===== src/rtl/sgmii_tx_encoder_8b10b_pkg.sv =====
// sgmii_tx_encoder_8b10b_pkg: shared SGMII code-group constants, RD constants and 8b/10b RD- sub-block tables
package sgmii_tx_encoder_8b10b_pkg;
  localparam logic [7:0] K28_5 = 8'hBC;
  localparam logic [7:0] D21_5 = 8'hB5;
  localparam logic [7:0] D2_2 = 8'h42;
  localparam logic [7:0] D5_6 = 8'hC5;
  localparam logic [7:0] D16_2 = 8'h50;
  localparam logic [7:0] K23_7 = 8'hF7;
  localparam logic [7:0] K27_7 = 8'hFB;
  localparam logic [7:0] K29_7 = 8'hFD;
  localparam logic [7:0] K30_7 = 8'hFE;
  localparam logic cRdNeg = 1'b0;
  localparam logic cRdPos = 1'b1;
  function automatic logic [5:0] enc6Neg(input logic [4:0] x);
    logic [5:0] c;
    case (x)
      5'd0: c = 6'b100111;
      5'd1: c = 6'b011101;
      5'd2: c = 6'b101101;
      5'd3: c = 6'b110001;
      5'd4: c = 6'b110101;
      5'd5: c = 6'b101001;
      5'd6: c = 6'b011001;
      5'd7: c = 6'b111000;
      5'd8: c = 6'b111001;
      5'd9: c = 6'b100101;
      5'd10: c = 6'b010101;
      5'd11: c = 6'b110100;
      5'd12: c = 6'b001101;
      5'd13: c = 6'b101100;
      5'd14: c = 6'b011100;
      5'd15: c = 6'b010111;
      5'd16: c = 6'b011011;
      5'd17: c = 6'b100011;
      5'd18: c = 6'b010011;
      5'd19: c = 6'b110010;
      5'd20: c = 6'b001011;
      5'd21: c = 6'b101010;
      5'd22: c = 6'b011010;
      5'd23: c = 6'b111010;
      5'd24: c = 6'b110011;
      5'd25: c = 6'b100110;
      5'd26: c = 6'b010110;
      5'd27: c = 6'b110110;
      5'd28: c = 6'b001110;
      5'd29: c = 6'b101110;
      5'd30: c = 6'b011110;
      default: c = 6'b101011;
    endcase
    return c;
  endfunction
  function automatic logic [3:0] enc4Neg(input logic [2:0] y, input logic k28, input logic a7);
    logic [3:0] c;
    case (y)
      3'd0: c = 4'b1011;
      3'd1: c = k28 ? 4'b0110 : 4'b1001;
      3'd2: c = k28 ? 4'b1010 : 4'b0101;
      3'd3: c = 4'b1100;
      3'd4: c = 4'b1101;
      3'd5: c = k28 ? 4'b0101 : 4'b1010;
      3'd6: c = k28 ? 4'b1001 : 4'b0110;
      default: c = a7 ? 4'b0111 : 4'b1110;
    endcase
    return c;
  endfunction
  function automatic logic isLegalK(input logic [7:0] b);
    return (b[4:0] == 5'd28) || b == K23_7 || b == K27_7 || b == K29_7 || b == K30_7;
  endfunction
endpackage


===== src/rtl/sgmii_tx_encoder_8b10b_enc.sv =====
// sgmii_enc_5b6b_3b4b: combinational 8b/10b encode of iByte/iCtrl at running disparity iRd -> oCode (abcdei fghj, a at bit 9), oRd, oKErr
module sgmii_enc_5b6b_3b4b
  import sgmii_tx_encoder_8b10b_pkg::*;
(
  input logic [7:0] iByte,
  input logic iCtrl,
  input logic iRd,
  output logic [9:0] oCode,
  output logic oRd,
  output logic oKErr
);
  logic [4:0] x;
  logic [2:0] y;
  logic kOk, k28, rd6, a7, flip6, flip4;
  logic [5:0] s6;
  logic [3:0] s4;
  assign x = iByte[4:0];
  assign y = iByte[7:5];
  assign kOk = iCtrl && isLegalK(iByte);
  assign k28 = kOk && x == 5'd28;
  assign s6 = k28 ? 6'b001111 : enc6Neg(x);
  assign flip6 = iRd && ($countones(s6) != 3 || x == 5'd7);
  assign rd6 = iRd ^ ($countones(s6) != 3);
  assign a7 = kOk || (rd6 ? (x == 5'd11 || x == 5'd13 || x == 5'd14) : (x == 5'd17 || x == 5'd18 || x == 5'd20));
  assign s4 = enc4Neg(y, k28, a7);
  assign flip4 = rd6 && ($countones(s4) != 2 || y == 3'd3 || k28);
  assign oRd = rd6 ^ ($countones(s4) != 2);
  assign oCode = {s6 ^ {6{flip6}}, s4 ^ {4{flip4}}};
  assign oKErr = iCtrl && !kOk;
endmodule


===== src/rtl/sgmii_tx_encoder_8b10b.sv =====
// sgmii_tx_encoder_8b10b: registered 8b/10b encoder with running disparity register, even pipeline and combinational next-RD feedback
module sgmii_tx_encoder_8b10b
  import sgmii_tx_encoder_8b10b_pkg::*;
#(
  parameter bit pRdInit = cRdNeg,
  parameter bit pLsbFirst = 1'b1
) (
  input logic i_Clk,
  input logic i_ARst_H,
  input logic [7:0] i8_TxCodeGroup,
  input logic i_TxCodeCtrl,
  input logic i_TxCodeValid,
  input logic i_TxEven,
  output logic [9:0] o10_Code,
  output logic o_CodeValid,
  output logic o_CodeEven,
  output logic o_CodeErr,
  output logic o_RunDisp,
  output logic o_RunDispNxt
);
  logic [9:0] encCode, ordCode;
  logic encRd, encErr;
  sgmii_enc_5b6b_3b4b uEnc (
    .iByte(i8_TxCodeGroup),
    .iCtrl(i_TxCodeCtrl),
    .iRd(o_RunDisp),
    .oCode(encCode),
    .oRd(encRd),
    .oKErr(encErr)
  );
  for (genvar i = 0; i < 10; i++) begin : gOrd
    assign ordCode[i] = pLsbFirst ? encCode[9 - i] : encCode[i];
  end
  assign o_RunDispNxt = i_TxCodeValid ? encRd : o_RunDisp;
  always_ff @(posedge i_Clk or posedge i_ARst_H) begin
    if (i_ARst_H) begin
      o10_Code <= '0;
      o_CodeValid <= 1'b0;
      o_CodeEven <= 1'b0;
      o_CodeErr <= 1'b0;
      o_RunDisp <= pRdInit;
    end else begin
      o_CodeValid <= i_TxCodeValid;
      o_CodeEven <= i_TxEven;
      o_CodeErr <= i_TxCodeValid && encErr;
      if (i_TxCodeValid) begin
        o10_Code <= ordCode;
        o_RunDisp <= encRd;
      end
    end
  end
endmodule


===== config.mk =====
export PLATFORM = sky130hd
export DESIGN_NAME = sgmii_tx_encoder_8b10b
export DESIGN_NICKNAME = d
export VERILOG_FILES = /design/src/rtl/sgmii_tx_encoder_8b10b_pkg.sv /design/src/rtl/sgmii_tx_encoder_8b10b_enc.sv /design/src/rtl/sgmii_tx_encoder_8b10b.sv
export SDC_FILE = /design/constraint.sdc
export NUM_CORES = 1
export LEC_CHECK = 0
export CAP_MARGIN = 25
export CORE_ASPECT_RATIO = 0.5
export CORE_MARGIN = 1.5
export CORE_UTILIZATION = 45
export CTS_BUF_LIST = sky130_fd_sc_hd__clkbuf_16
export CTS_CLUSTER_DIAMETER = 40
export DETAILED_ROUTE_END_ITERATION = 8
export GPL_TIMING_DRIVEN = 0
export PLACE_DENSITY = 0.69
export RECOVER_POWER = 25
export SLEW_MARGIN = 20
export SYNTH_ARGS = -nofsm -noshare
export SYNTH_HDL_FRONTEND = slang
export SYNTH_SLANG_ARGS = --single-unit

===== constraint.sdc =====
create_clock -name i_Clk -period 7.31 [get_ports i_Clk]
set_input_delay 1.0965 -clock i_Clk [delete_from_list [all_inputs] [get_ports i_Clk]]
set_output_delay 1.0965 -clock i_Clk [all_outputs]
set_load 0.02 [all_outputs]

Word-level counts from Yosys, hierarchy flattened
Memories as Yosys holds them, arrays and structs flattened.
Cells that the tools add are included.
{"block": "totals", "ff_bits": 14, "rom_bits": 192, "inputBits": 13, "out_inout_bits": 15, "memories": 1}
{"memory": "(no name shown)", "depth": 32, "word_bits": 6, "read_ports": 1, "rd_ports_with_merged_regs": 0, "write_ports": 0, "line": "sgmii_tx_encoder_8b10b_pkg.sv:16", "source": "case (x)"}
{"block": "classes", "addsub": 8, "n_eq_ne": 20, "muxes": 9, "n_bitwise": 4, "n_reduce_logical": 20}
{"cell": "32-bit adder", "n": 3}
{"cell": "32-bit by 3-bit != test with 1-bit output (second input constant)", "n": 2}
{"cell": "8-bit == test (second input constant)", "n": 4}
{"cell": "4-bit one-hot mux with 7 select lines", "n": 1}
{"cell": "5-bit == test (second input constant)", "n": 4}
{"cell": "4-bit 2-to-1 mux", "n": 5}
{"cell": "5-bit by 4-bit == test with 1-bit output (second input constant)", "n": 3}
{"cell": "1-bit logical OR", "n": 12}
{"cell": "1-bit by 1-bit adder with 2-bit output", "n": 5}
{"cell": "3-bit == test (second input constant)", "n": 3}
{"cell": "3-bit by 2-bit == test with 1-bit output (second input constant)", "n": 2}
{"cell": "1-bit logical AND", "n": 6}
{"cell": "6-bit 2-to-1 mux", "n": 1}
{"cell": "6-bit XOR", "n": 1}
{"cell": "5-bit by 3-bit == test with 1-bit output (second input constant)", "n": 1}
{"cell": "4-bit XOR", "n": 1}
{"cell": "3-bit by 1-bit == test with 1-bit output (second input constant)", "n": 1}
{"cell": "3-bit zero test", "n": 1}
{"cell": "1-bit 2-to-1 mux", "n": 2}
{"cell": "1-bit XOR", "n": 2}
{"cell": "1-bit zero test", "n": 1}

Depth between registers and ports, before layout
Gate-level depths: netlist of run 1.
{"block": "depth", "depth_word": 24, "depth_mapped": 21, "depth_no_buf": 21}

Cells and area by module
From an unflattened synthesis of run 1, not the netlist that was laid out.
{"block": "hier_totals", "hier_cells": 149, "hier_area_um2": 1475.2}
{"module": "sgmii_enc_5b6b_3b4b", "instances": 1, "cells_each": 121, "area_per_inst_um2": 944.7, "seq_area_each_um2": 0.0}
{"module": "sgmii_tx_encoder_8b10b", "instances": 1, "cells_each": 28, "area_per_inst_um2": 530.5, "seq_area_each_um2": 350.3}

Worst setup path before layout of run 1
OpenSTA, ideal clock, no wires.
{"block": "synth_path", "path_type": "input to output", "from": "in i8_TxCodeGroup[0]", "to": "out o_RunDispNxt", "arrival_time_ns": 5.785, "t_required_ns": 6.214, "path_slack_ns": 0.428, "path_stages": 19, "n_path_buf": 0, "cell_sequence": "inv_1 -> ha_1 -> mux2_2 -> a221oi_1 -> a311o_2 -> ha_1 -> fa_1 -> ha_1 -> and4bb_4 -> xor2_2 -> mux2i_1 -> a21oi_1 -> ha_1 -> ha_1 -> fa_1 -> nor3b_2 -> xor2_1 -> nand2_1 -> xnor2_1"}
{"block": "synth_between", "elab_chain_cells": 22}
{"item": "from (decl)", "line": "sgmii_tx_encoder_8b10b.sv:10", "source": "input logic [7:0] i8_TxCodeGroup,"}
{"item": "8-bit == test / 5-bit == test (equally long branches)", "line": "sgmii_tx_encoder_8b10b_pkg.sv:67, sgmii_tx_encoder_8b10b_enc.sv:20"}
{"item": "1-bit logical OR (4 in series)", "line": "sgmii_tx_encoder_8b10b_pkg.sv:67", "source": "return (b[4:0] == 5'd28) || b == K23_7 || b == K27_7 || b == K29_7 || b == K30_7;"}
{"item": "1-bit logical AND", "line": "sgmii_tx_encoder_8b10b_enc.sv:19", "source": "assign kOk = iCtrl && isLegalK(iByte);"}
{"item": "1-bit logical AND", "line": "sgmii_tx_encoder_8b10b_enc.sv:20", "source": "assign k28 = kOk && x == 5'd28;"}
{"item": "6-bit 2-to-1 mux", "line": "sgmii_tx_encoder_8b10b_enc.sv:21", "source": "assign s6 = k28 ? 6'b001111 : enc6Neg(x);"}
{"item": "1-bit by 1-bit adder with 2-bit output (implied by the code)", "line": "sgmii_tx_encoder_8b10b_enc.sv:23", "source": "assign rd6 = iRd ^ ($countones(s6) != 3);"}
{"item": "32-bit adder (implied by the code) (2 in series)", "line": "sgmii_tx_encoder_8b10b_enc.sv:23"}
{"item": "32-bit by 3-bit != test with 1-bit output", "line": "sgmii_tx_encoder_8b10b_enc.sv:23"}
{"item": "[... 2 more ...]"}
{"item": "1-bit logical OR", "line": "sgmii_tx_encoder_8b10b_enc.sv:24", "source": "assign a7 = kOk || (rd6 ? (x == 5'd11 || x == 5'd13 || x == 5'd14) : (x == 5'd17 || x == 5'd18 || x == 5'd20)) ..."}
{"item": "4-bit 2-to-1 mux", "line": "sgmii_tx_encoder_8b10b_pkg.sv:62", "source": "default: c = a7 ? 4'b0111 : 4'b1110;"}
{"item": "4-bit one-hot mux with 7 select lines", "line": "sgmii_tx_encoder_8b10b_pkg.sv:54", "source": "case (y)"}
{"item": "1-bit by 1-bit adder with 2-bit output (implied by the code)", "line": "sgmii_tx_encoder_8b10b_enc.sv:27", "source": "assign oRd = rd6 ^ ($countones(s4) != 2);"}
{"item": "32-bit adder (implied by the code)", "line": "sgmii_tx_encoder_8b10b_enc.sv:27"}
{"item": "32-bit by 3-bit != test with 1-bit output", "line": "sgmii_tx_encoder_8b10b_enc.sv:27"}
{"item": "1-bit XOR *", "line": "sgmii_tx_encoder_8b10b_enc.sv:27"}
{"item": "1-bit 2-to-1 mux *"}
{"item": "to (decl)", "line": "sgmii_tx_encoder_8b10b.sv:19", "source": "output logic o_RunDispNxt"}
Mark *: on every way between the ends. The rest lies on a longest branch, timed or not.

Worst setup path in the final report of run 1
{"block": "layout_path", "from": "in i8_TxCodeGroup[1]", "to": "out o_RunDispNxt"}
Same word-level chain as after synthesis.

==> results of run 1 <==
-- worst min-delay path by stage --
stage / startpoint / depth (start not counted) / end
floorplan: o10_Code[0] / 2 / o10_Code[0]
global placement: o10_Code[8] / 1 / o10_Code[8]
detailed placement: o10_Code[8] / 1 / o10_Code[8]
CTS: o10_Code[8] / 1 / o10_Code[8]
global route: o10_Code[8] / 1 / o10_Code[8]
finish: o10_Code[8] / 1 / o10_Code[8]
-- cells by family after synthesis --
kind of cell | share of synthesized area, %
multiplexers | 4.61
buffers and inverters | 7.25
adder cells (fa/ha/maj) | 15.0
XOR/XNOR | 6.27
AO/OA/AOI/OAI | 23.3
AND/OR/NAND/NOR | 22.5
flip-flops | 21.1
-- area by class of cell --
cell class                 count  area, sq um  area share, %
multi-input combinational    150         1280           58.2
sequential                    14          350           15.9
timing repair buffer          32          289           13.1
buffer                        14         98.8           4.49
clock buffer                   3         75.1           3.41
tap                           51         63.8           2.90
inverter                       9         42.5           1.93
-- flip-flops by register name (all words and copies together), names as in the netlist --
name and flops:
o_CodeErr 1, o10_Code 10, o_CodeValid 1, o_RunDisp 1
o_CodeEven 1
-- what timing repair did --
item                       CTS  global route
setup endpoints to repair    1             1
pin swaps                    2             3
resized for setup           27            20
buffers inserted             7             2
gates cloned                 0             0
-- per-layer routing --
layer / part of all wire (%) / GRT usage (%) / vias up / wire length, microns
li1: - / - / 763 / -
met1: 47 / 30.1 / 783 / 1980
met2: 49 / 35.5 / 33 / 2050
met3: 3.1 / 2.72 / 2 / 131
met4: 0.38 / 3.75 / 0 / 16
met5: 0 / 0 / - / 0
-- power groups by stage --
stage               clock network [mW]  logic (mW)  registers (mW)
finish                          0.0999       0.399           0.125
floorplan                            0       0.197           0.165
detailed placement                   0       0.353           0.126
global route                     0.105       0.433           0.129
CTS                              0.101       0.382           0.125
global placement                     0       0.344           0.125
-- cell usage after synthesis (3+ instances only) --
| master | count | area share, % |
|---|---|---|
| fa_1 | 3 | 3.6 |
| o21ai_0 | 7 | 2.1 |
| nor3b_1 | 3 | 1.4 |
| nand3_1 | 6 | 1.8 |
| buf_6 | 3 | 2.0 |
| nor2_1 | 10 | 2.3 |
| xor2_1 | 5 | 2.6 |
| dfrtp_1 | 14 | 21 |
| ha_1 | 15 | 11 |
| mux2_2 | 5 | 3.4 |
| inv_1 | 9 | 2.0 |
| xnor2_1 | 5 | 2.6 |
| clkbuf_1 | 3 | 0.68 |
| nor2b_1 | 11 | 4.2 |
| nand4_1 | 3 | 1.1 |
| buf_2 | 5 | 1.5 |
| a21oi_1 | 8 | 2.4 |
| nor3_1 | 3 | 0.91 |
| nand2_1 | 14 | 3.2 |
| a31oi_1 | 4 | 1.5 |
-- worst register-to-register path, delay by kind of cell, from the launching register on --
kind / cells / cell delay (ns)
xor gates and xnor gates: 2 / 0.39
buffers and inverters: 2 / 0.55
AOI/OAI and AO/OA: 3 / 0.54
muxes: 2 / 0.57
and+or+nand+nor: 1 / 0.24
DFF: 1 / 0.33
adders and majority gates: 3 / 0.95
==> results.yml, run 1 <==
grt:
  grt_pass1_vias: 1406
  antenna_found_initial: 0
  grt_remaining_overflow: 0
  grt_max_degree: 15
  grt_usage_pct: 21.3
  grt_pass1_wl_mm: 6.58
synth:
  synth-seq-cells: 14
  avgSynthCellArea_sq_um: 8.86
  yosys.cell_types.count: 63
  synthArstFlopShare_pct: 100
  syn_nets: 218
  ys_warn_count: 0
  yosysSeqAreaShare_pct: 21.1
  ys.flop_type: "dfrtp_1"
  synth_edf_count: 0
  syn_area_sq_um: 1660
  synth_cells: 187
final_layout:
  diodes: 0
  layout_common_cells: "15 x clkdlybuf4s50_1, 14 x nand2_1, 14 x dfrtp_1"
  layout-drive-gt1-share_pct: 23.9
  final_common_cell: "clkdlybuf4s50_1"
  final_area_sq_um: 2200
  synthToLayoutAreaGrowth_pct: 32.9
  utilization_pct: 63.4
  fin_nets: 255
  final_cells: 273
  fillerInstances: 294
placed_design:
  dp_slack_ns: -1.27
  dp.final_hpwl_mm: 2.98
  io_buffers: 23
  placedCellCount: 261
  gp_congestion: 0.893
  place_area_sq_um: 1950
route:
  drc: 0
  viasPerCell: 5.79
  antenna_left: 0
  routed_wl_mm: 4.18
  dr.pass1.iters: 4
  num_vias: 1581
  drt_iter0_markers: 102
  wl_per_cell_microns: 15.3
setup_path:
  critPathMaxStageDelay_ns: 0.49
  crit_path_max_fanout: 7
  startpoint: "i8_TxCodeGroup[1]"
  critical_path_class: "in -> out"
  crit_path_frequent_cell: "ha_1"
  path_depth: 21
  path_cells: "buf_2 -> inv_4 -> ha_4 -> mux2_2 -> a221oi_2 -> a311o_2 -> ha_1 -> fa_1 -> ha_1 -> and4bb_4 -> xor2_4 -> mux2i_4 -> a21o_1 -> ha_1 -> ha_1 -> fa_1 -> nor3b_4 -> xor2_1 -> nand2_1 -> xnor2_2 -> buf_4"
  end_kind: "primary output"
  crit_arrival_ns: 6.07
  rr_worst_depth: 13
  reg2reg_from: "o_RunDisp"
  cp_slowest_cell: "fa_1"
  r2r-end: "o10_Code[8]"
  timing.critical_path.buf_inv: 3
  reg2reg_slack_ns: 3.63
  crit_required_ns: 6.21
  crit_family: "adder cells"
  cp-endpoint: "o_RunDispNxt"
  setup.worst_path.start_class: "input port"
die:
  die_area_sq_um: 4080
  start_util_pct: 47.7
  chipWidth_microns: 88.8
  die_y_microns: 45.9
  ios: 28
  coreArea_sq_um: 3470
  rows: 15
sta:
  fin_skew_ns: 0.00353
  tightest_slew_ns: 0.551
  max-slew-margin-rel_pct: 63.3
  post-route-period-util_pct: 98.0
  hold_ws_ns: 0.502
  finalWorstSetupSlack_ns: 0.148
  maxSlewViolCount: 0
  setup_violations: 0
  fmax_mhz: 140
  finalSetupTns_ns: 0
  period_needed_ns: 7.16
  finalHoldViolations: 0
outcome:
  outcome: "finished, final reports clean"
clocking:
  clkLatencyLatePin_ns: 0.24
  cts_buffer_depth: 2
  htreeDepth: 1
  cts_buffers: 3
  path_clk_slew_ns: 0.04
  cts_tree: "yes"
  numClockSinks: 14
  cts.hold.buffers_added: 0
  root_buffer: "clkbuf_16"
pwr:
  p_seq_share_pct: 20.0
  switching_share_pct: 39.8
  power_leakage_nw: 0.913
  p_int_mw: 0.376
  p_comb_share_pct: 64.0
  p_switching_mw: 0.248
  clkPwrFrac_pct: 16.0
  design_power_total_mw: 0.624
  irDropWorstVdd_mv: 0.114
  power.density_nw_per_um2: 283
job:
  max-cap-violations: 0
min_path:
  hp-class: "reg -> reg"
(Power assumes the default switching activity.)
==> inputs of run 2 (changes only) <==
CAP_MARGIN = 0   (was 25)
CORE_UTILIZATION = 29   (was 45)
DONT_BUFFER_PORTS = 1   (was unset)
PLACE_DENSITY = unset   (was 0.69)
==> run 2 against run 1 <==
Final cell count is 2.6% lower. Count of clock-buffer cells in the layout unchanged. Sequential power up 37%. Clock power is essentially flat. Wire length decreased by 4.7%. Setup slack improved by 0.036 ns. Utilization shrank 29 points. Sequential share of layout area grew 2.4 points. Via count is 11% lower. Final area decreased by 13%. Critical path depth fell by 2. Critical path type unchanged. Critical endpoint unchanged. Largest cell class unchanged.
==> results.yml, run 2 (same netlist as run 1, synthesis figures left out) <==
outcome:
  outcome: "finished, final reports clean"
grt:
  antenna_found_initial: 0
  grt_pass1_wl_mm: 6.71
  grt_pass1_vias: 1387
  grt_max_degree: 15
  grt_remaining_overflow: 0
  grt_usage_pct: 13.7
route:
  m1WireLength_mm: 1.86
  drt_iter0_markers: 103
  wl_per_cell_microns: 15.0
  routed_wl_mm: 3.98
  viasPerCell: 5.28
  num_vias: 1405
  wl_met2_mm: 1.81
  dr.pass1.iters: 4
  routed.top_layer: "met3"
  antenna_left: 0
  wl_met3_microns: 317
  drc: 0
clocking:
  cts.hold.buffers_added: 0
  htreeDepth: 1
  root_buffer: "clkbuf_16"
  clkLatencyLatePin_ns: 0.24
  cts_tree: "yes"
  cts_buffers: 3
  path_clk_slew_ns: 0.05
  cts_buffer_depth: 2
  numClockSinks: 14
sta:
  period_needed_ns: 7.13
  fmax_mhz: 140
  setup_violations: 0
  maxSlewViolCount: 0
  post-route-period-util_pct: 97.5
  tightest_slew_ns: 0.559
  finalHoldViolations: 0
  finalSetupTns_ns: 0
  fin_skew_ns: 0.00369
  rsz0062_at_grt: "no"
  max-slew-margin-rel_pct: 62.7
job:
  max-cap-violations: 0
min_path:
  hp-class: "reg -> reg"
  whs_endpoint: "o10_Code[0]"
  min_from: "o10_Code[0]"
  whs_path_depth: 2
placed_design:
  gp_congestion: 0.898
  dp.final_hpwl_mm: 3.15
  io_buffers: 0
  placedCellCount: 260
final_layout:
  utilization_pct: 34.8
  largest_register: "o10_Code"
  layout-drive-gt1-share_pct: 18.7
  final_cells: 266
  fin_nets: 225
  fillerInstances: 542
  largest_reg_flops: 10
  synthToLayoutAreaGrowth_pct: 15.3
  layout_common_cells: "14 x nand2_1, 14 x ha_1, 14 x dfrtp_1"
  diodes: 0
pwr:
  p_switching_mw: 0.235
  power.density_nw_per_um2: 283
  irDropWorstVdd_mv: 0.116
  p_comb_share_pct: 49.5
  switching_share_pct: 43.5
  p_seq_share_pct: 31.6
  p_int_mw: 0.305
  design_power_total_mw: 0.541
  clkPwrFrac_pct: 18.9
  power_leakage_nw: 0.773
setup_path:
  reg2reg_slack_ns: 3.44
  reg2reg_from: "o_RunDisp"
  critical_path_class: "in -> out"
  crit_arrival_ns: 6.03
  r2r-end: "o10_Code[8]"
  end_kind: "primary output"
  setup.worst_path.start_class: "input port"
  crit_required_ns: 6.21
  crit_path_max_fanout: 7
  rr_worst_depth: 12
die:
  die_area_sq_um: 6200
  start_util_pct: 30.2
  chipWidth_microns: 110
  die_y_microns: 56.4
  coreArea_sq_um: 5490
  rows: 19
  ios: 28
run 2: changes by cell type in the layout (fill, tap and decap cells not counted), sizes merged:
cell,change
buf,-8
clkdlybuf4s50,-15
dlygate4sd2,-1
dlygate4sd3,-3
clkbuf,-2
clkinv,+1
dlymetal6s2s,-1
run 2: cell type report:
class                           count  area, sq um  area share, %
Sequential cell                    14          350           18.3
Clock buffer                        3         75.1           3.93
Timing Repair Buffer                2         15.0          0.786
Buffer                             14         86.3           4.52
Inverter                            9         37.5           1.96
Clock inverter                      1         3.75          0.196
Multi-Input combinational cell    150         1250           65.5
Tap cell                           73         91.3           4.78
run 2: how the worst max path moves through the flow:
| stage | startpoint | endpoint | cells past startpoint |
|---|---|---|---|
| 6_report | i8_TxCodeGroup[0] | o_RunDispNxt | 19 |
| 5_1_grt | i8_TxCodeGroup[0] | o_RunDispNxt | 19 |
| 4_1_cts | i8_TxCodeGroup[0] | o_RunDispNxt | 19 |
| 3_5_place_dp | i8_TxCodeGroup[0] | o_RunDispNxt | 20 |
| 3_3_place_gp | i8_TxCodeGroup[0] | o_RunDispNxt | 20 |
| 2_1_floorplan | i8_TxCodeGroup[0] | o_RunDispNxt | 19 |
run 2: timing repair:
| action | in CTS | in global routing |
|---|---|---|
| cloned | 0 | 0 |
| buffers inserted | 0 | 2 |
| endpoints found under the setup margin | 1 | 1 |
| pin swaps | 0 | 3 |
| gates resized for setup | 5 | 7 |
run 2: per-stage QoR:
step	setup WS, ns	hold slack, ns	area [sq um]
after CTS	0.00114	0.663	1860
after global routing	0.0183	0.680	1910
after global placement	-0.199	0.654	1750
after detailed placement	-0.330	0.653	1750
final	0.184	0.659	1910
after floorplan	0.428	0.623	1660
run 2: routing by layer:
metal | up-vias | global-route usage, %
met5 | - | 0
met4 | 0 | 2.97
met3 | 0 | 3.95
met2 | 42 | 21.4
met1 | 660 | 18.8
li1 | 703 | -
run 2: critical path, stage by stage:
cell        delay (ns)
clkinvlp_4        0.11
ha_4              0.26
mux2_2            0.25
a221oi_1          0.33
a311o_2           0.20
ha_1              0.24
fa_1              0.38
ha_1              0.28
and4bb_4          0.30
xor2_4            0.22
mux2i_4           0.35
a21oi_1           0.11
ha_1              0.31
ha_1              0.19
fa_1              0.49
nor3b_4           0.28
xor2_1            0.17
nand2_1           0.15
xnor2_4           0.29
run 2: power groups by stage:
stage	clock network (mW)	registers, mW	logic [mW]
2_1_floorplan	0	0.165	0.197
3_3_place_gp	0	0.173	0.226
3_5_place_dp	0	0.174	0.234
6_report	0.102	0.171	0.267
4_1_cts	0.105	0.173	0.256
5_1_grt	0.110	0.176	0.296
